<file path="src/rtl/div_pkg.sv">
// Shared types and sizing for the iterative restoring divider.
package div_pkg;

    localparam int N_DEF = 16;
    localparam int CNT_W = $clog2(2 * N_DEF);

    typedef enum logic [1:0] {
        IDLE = 2'd0,
        RUN  = 2'd1,
        DONE = 2'd2
    } state_e;

endpackage

</file>
<file path="src/rtl/div_step.sv">
// One combinational radix-2 restoring iteration: shift {partial, q} left, trial-subtract the divisor.
module div_step
    import div_pkg::*;
#(
    parameter int N = N_DEF
) (
    input  logic [N:0]     partial,
    input  logic [2*N-1:0] q,
    input  logic [N-1:0]   divisor,
    output logic [N:0]     partial_next,
    output logic [2*N-1:0] q_next
);

    logic [N+1:0] shifted;
    logic [N:0]   trial;
    logic         fits;

    always_comb begin
        // partial < divisor holds between iterations, so the shifted value never needs N+2 bits of result
        shifted = {partial, q[2*N-1]};
        fits    = (shifted >= {2'b00, divisor});
        trial   = shifted[N:0] - {1'b0, divisor};
        if (fits) begin
            partial_next = trial;
            q_next       = {q[2*N-2:0], 1'b1};
        end else begin
            partial_next = shifted[N:0];
            q_next       = {q[2*N-2:0], 1'b0};
        end
    end

endmodule

</file>
<file path="src/rtl/div32by16.sv">
// 2N-by-N unsigned iterative divider, one quotient bit per clock, valid/ready on both sides.
module div32by16
    import div_pkg::*;
#(
    parameter int N = N_DEF
) (
    input  logic           clk,
    input  logic           rst_n,
    input  logic           in_valid,
    output logic           in_ready,
    input  logic [2*N-1:0] dividend,
    input  logic [N-1:0]   divisor,
    output logic           out_valid,
    input  logic           out_ready,
    output logic [2*N-1:0] quotient,
    output logic [N-1:0]   remainder,
    output logic           div_by_zero
);

    localparam int CW = $clog2(2 * N);
    localparam logic [CW-1:0] LAST_ITER = CW'(2 * N - 1);

    state_e         state_q, state_d;
    logic [CW-1:0]  cnt_q, cnt_d;
    logic [2*N-1:0] q_q, q_d;
    logic [N:0]     part_q, part_d;
    logic [N-1:0]   dvs_q, dvs_d;
    logic [N-1:0]   rem_q, rem_d;
    logic           dbz_q, dbz_d;

    logic [N:0]     step_part;
    logic [2*N-1:0] step_q;

    div_step #(.N(N)) u_step (
        .partial      (part_q),
        .q            (q_q),
        .divisor      (dvs_q),
        .partial_next (step_part),
        .q_next       (step_q)
    );

    always_comb begin
        // NOTE: every signal gets a default before the case so no path leaves it unassigned (no latches).
        state_d = state_q;
        cnt_d   = cnt_q;
        q_d     = q_q;
        part_d  = part_q;
        dvs_d   = dvs_q;
        rem_d   = rem_q;
        dbz_d   = dbz_q;

        unique case (state_q)
            IDLE: begin
                if (in_valid) begin
                    if (divisor == '0) begin
                        q_d     = '1;
                        rem_d   = dividend[N-1:0];
                        dbz_d   = 1'b1;
                        state_d = DONE;
                    end else begin
                        q_d     = dividend;
                        dvs_d   = divisor;
                        part_d  = '0;
                        cnt_d   = '0;
                        dbz_d   = 1'b0;
                        state_d = RUN;
                    end
                end
            end
            RUN: begin
                part_d = step_part;
                q_d    = step_q;
                cnt_d  = cnt_q + 1'b1;
                if (cnt_q == LAST_ITER) begin
                    rem_d   = step_part[N-1:0];
                    dbz_d   = 1'b0;
                    state_d = DONE;
                end
            end
            DONE: begin
                if (out_ready) state_d = IDLE;
            end
            default: state_d = IDLE;
        endcase
    end

    // NOTE: state uses non-blocking assignments so every flop samples pre-edge values.
    always_ff @(posedge clk or negedge rst_n) begin
        if (!rst_n) begin
            state_q <= IDLE;
            cnt_q   <= '0;
            q_q     <= '0;
            part_q  <= '0;
            dvs_q   <= '0;
            rem_q   <= '0;
            dbz_q   <= 1'b0;
        end else begin
            state_q <= state_d;
            cnt_q   <= cnt_d;
            q_q     <= q_d;
            part_q  <= part_d;
            dvs_q   <= dvs_d;
            rem_q   <= rem_d;
            dbz_q   <= dbz_d;
        end
    end

    assign in_ready    = (state_q == IDLE);
    assign out_valid   = (state_q == DONE);
    assign quotient    = q_q;
    assign remainder   = rem_q;
    assign div_by_zero = dbz_q;

endmodule

</file>
<file path="config.mk">
export PLATFORM = sky130hd
export DESIGN_NAME = div32by16
export DESIGN_NICKNAME = d
export VERILOG_FILES = /design/src/rtl/div_pkg.sv /design/src/rtl/div_step.sv /design/src/rtl/div32by16.sv
export SDC_FILE = /design/constraint.sdc
export NUM_CORES = 1
export LEC_CHECK = 0
export BUFFER_PORTS_ARGS = -buffer_cell sky130_fd_sc_hd__buf_2
export CAP_MARGIN = 30
export CORE_MARGIN = 8
export CORE_UTILIZATION = 53
export CTS_CLUSTER_SIZE = 16
export DETAILED_ROUTE_END_ITERATION = 12
export PLACE_DENSITY = 0.76
export SYNTH_ARGS = -nofsm -noshare
export SYNTH_HDL_FRONTEND = slang
export SYNTH_SLANG_ARGS = --single-unit
</file>
<file path="constraint.sdc">
create_clock -name clk -period 4.4 [get_ports clk]
set_input_delay 0.22 -clock clk [delete_from_list [all_inputs] [get_ports clk]]
set_output_delay 0.22 -clock clk [all_outputs]
set_load 0.05 [all_outputs]
</file>
==> impl_metrics.py <==
metrics = {
    "grt": {
        "grt.busiest_layer": "met2",
        "met2_usage_pct": 37.32,
        "overflow": 0,
        "grt_use_met1_pct": 25.97,
        "grt_util_all_layers_pct": 21.94,
        "grt_pass1_vias": 4527,
        "grt_max_degree": 60,
        "gr-usage-met3_pct": 5.574,
        "grt_pass1_wl_mm": 22.28,
        "antenna_found_initial": 0,
    },
    "timing": {
        "hold_viol_final": 0,
        "rsz0062_at_grt": "no",
        "worstMarginPinSlew_ps": 980.6,
        "finalSetupTns_ps": 0,
        "period_needed_ps": 3259,
        "setup_viol": 0,
        "slew_viol_final": 0,
        "fmax_ghz": 0.3069,
        "finClkSkew_ps": 13.53,
        "fin_crit_sh_pct": 74.06,
        "slew_headroom_pct": 34.38,
    },
    "routing": {
        "drtPass1Iterations": 5,
        "num_vias": 4471,
        "initialDrtViolationCount": 306,
        "viasPerCell": 5.977,
        "drc": 0,
        "finalWirelength_mm": 13.58,
        "detail-route-antenna-nets": 0,
        "wl_per_cell_um": 18.16,
    },
    "yosys": {
        "synthArstFlopShare_pct": 100.0,
        "synth_enable_flop_cells": 0,
        "synth-seq-cells": 89,
        "netlist.area_leader.share_pct": 45.59,
        "ys_seq_area_share_pct": 45.59,
        "synthTopCellsByArea": "dfrtp_1 46%, nand2_1 6.1%, o21ai_0 5.7%",
        "syn_area_mm2": 0.004885,
        "synth_ff_type": "dfrtp_1",
        "ys_warn_count": 0,
        "synth_cells": 543,
        "avgSynthCellArea_um2": 8.996,
        "synth_cell_type_count": 53,
        "syn_nets": 614,
        "synth_top_area_cell": "dfrtp_1",
    },
    "cells_and_area": {
        "finalNetCount": 703,
        "synthToLayoutAreaGrowth_pct": 17.73,
        "fillCellCount": 774,
        "antenna_cells": 0,
        "fin_area_mm2": 0.005751,
        "drive_gt1_share_pct": 21.66,
    },
    "setup_path": {
        "reg2reg_setup_slack_ps": 1140,
        "crit_path_start_kind": "flop",
        "max_stage_delay_ps": 540,
        "crit_slowest_cell": "or2_1",
        "path_class": "reg2reg",
        "rr_worst_depth": 11,
        "reg2reg_from": "quotient[31]",
        "r2r-end": "remainder[7]",
        "path_cells": "inv_1, ha_1, inv_1, fa_1, a21oi_1, o22ai_2, o41ai_4, nor4_4, or2_1, o31ai_1, a21oi_1",
        "end_kind": "flop",
        "crit_fanout": 16,
        "critPathArrivalTime_ps": 3500,
        "required_ps": 4650,
    },
    "placement": {
        "post_dp_cell_area_mm2": 0.005493,
        "gp_congestion": 0.8982,
        "dp_hpwl_mm": 10.08,
        "io_buffers": 102,
    },
    "clock_tree": {
        "cts-buffers-inserted": 9,
        "cts_max_path_buffers": 2,
        "cts_tree": "done",
        "ctsResizeCount": 0,
        "clock_sinks": 89,
        "cts_root_buf": "clkbuf_8",
        "htreeDepth": 3,
        "clock_latency_ps": 380,
        "path_clk_slew_ps": 100,
    },
    "die": {
        "rows": 35,
        "core_mm2": 0.009109,
        "die_area_mm2": 0.01254,
        "initial_core_util_pct": 53.63,
        "die_height_um": 112,
        "io_pins": 103,
        "die_w_um": 112,
    },
    "hold_path": {
        "hold_path_end": "dvs_q[4]",
        "hp-class": "in2reg",
        "worstHoldStart": "divisor[4]",
        "hold_depth": 3,
    },
    "flow_run": {
        "max_cap_viol_count": 0,
    },
    "run_status": {
        "run_status": "finished clean",
    },
}
==> worst max-delay path by stage <==
stage	endpoint	startpoint
floorplan	part_q[3]	quotient[31]
global placement	remainder[15]	quotient[31]
detailed placement	remainder[5]	quotient[31]
CTS	remainder[5]	quotient[31]
global route	remainder[5]	quotient[31]
finish	remainder[7]	quotient[31]
==> synthesized netlist by cell type (all sizes together), types with 2 or more instances <==
library cell   n
a21boi         2
a21oi         26
a22o           2
a22oi         18
a31oi          2
a32oi          2
and2           2
and3           8
buf            6
clkbuf        28
dfrtp         89
ha            18
inv           22
mux2           4
mux2i          9
nand2         79
nand2b         4
nand3          9
nand4          3
nor2          37
nor2b          8
nor3          20
nor3b          3
nor4           7
o211ai         5
o21a           4
o21ai         63
o21bai         3
o22a           2
o22ai          3
o31ai         22
o32ai          2
or2            2
or3            3
xnor2          6
xor2           9
==> cell families (layout without fill, tap and decap cells) <==
family                     Yosys count  count (layout)  synth area share (%)
buffers and inverters               56             150                 4.636
AOI/OAI and AO/OA                  164             164                 21.57
xor gates and xnor gates            15              15                 2.690
DFF                                 89              89                 45.59
muxes                               13              13                 2.766
adders and majority gates           19              19                 5.021
and+or+nand+nor                    187             187                 17.73
==> what timing repair did <==
action,CTS,global route
setup endpoints to repair,0,0
buffers inserted,0,0
hold buffers,1,0
hold endpoints to repair,30,0
==> cell type report <==
cell class | instances | area, um2 | share of cell area (%)
Clock buffer | 9 | 123.9 | 2.154
Clock inverter | 7 | 123.9 | 2.154
Inverter | 22 | 82.58 | 1.436
Multi-Input combinational cell | 398 | 2444 | 42.49
Sequential cell | 89 | 2227 | 38.73
Tap cell | 111 | 138.9 | 2.415
Timing Repair Buffer | 112 | 610.6 | 10.62
==> worst max-delay path: cells and delay by family, from the launching register on <==
family                     cells  cell delay (ps)
AOI/OAI and AO/OA              5             1340
and+or+nand+nor                2              680
adders and majority gates      2              560
buffers and inverters          2              130
DFF                            1              420
==> placed cells by master (no fill, tap or decap), types with 2 or more instances in the layout <==
cell type,synthesis,routed
nand2b_1,4,4
a22o_1,2,2
nor3b_1,3,3
or3_1,3,3
o21bai_1,3,3
a22oi_1,18,18
mux2i_1,9,9
o21ai_1,7,7
nor2_1,37,37
xnor2_1,6,6
nor3_1,20,19
bufinv_16,0,3
buf_2,1,101
nand2_1,79,79
o31ai_1,22,22
nand4_1,3,3
and2_1,2,2
buf_4,0,9
dfrtp_1,89,89
o22ai_1,2,2
o22a_1,2,2
clkbuf_8,0,9
o21a_1,4,4
inv_1,22,22
a32oi_1,2,2
xor2_1,9,9
nor4_1,6,6
a21oi_1,26,26
o211ai_1,5,5
nor2b_1,8,7
a31oi_1,2,2
ha_1,18,18
o21ai_0,56,56
nand3_1,9,9
o32ai_1,2,2
and3_1,8,8
mux2_2,4,4
a21boi_0,2,2
inv_6,0,2
==> per-layer routing <==
layer  share of wire, %  up-vias
met5                  0        -
met4                2.7        0
met3                5.7       30
met2                 50      149
met1                 41     2176
li1                   -     2116
==> sequential cells by signal, summed over array words and instances, names as in the netlist <==
name	count
div_by_zero	1
state_q	2
remainder	16
cnt_q	5
quotient	32
dvs_q	16
part_q	17
==> per-stage QoR <==
| stage | worst slack [ps] | utilization (%) | std cells | hold WS, ps |
|---|---|---|---|---|
| 2_1_floorplan | 1367 | - | 543 | -75.59 |
| 3_3_place_gp | 1299 | 60.00 | 730 | 442.7 |
| 3_5_place_dp | 1185 | 60.30 | 731 | 186.7 |
| 4_1_cts | 1142 | 63.13 | 748 | 68.25 |
| 5_1_grt | 909.4 | 63.13 | 748 | 84.51 |
| 6_report | 1141 | 63.13 | 748 | 71.25 |
Power is not shown: default switching activity piles up to over one toggle a cycle in this logic, so the estimate is an artifact.
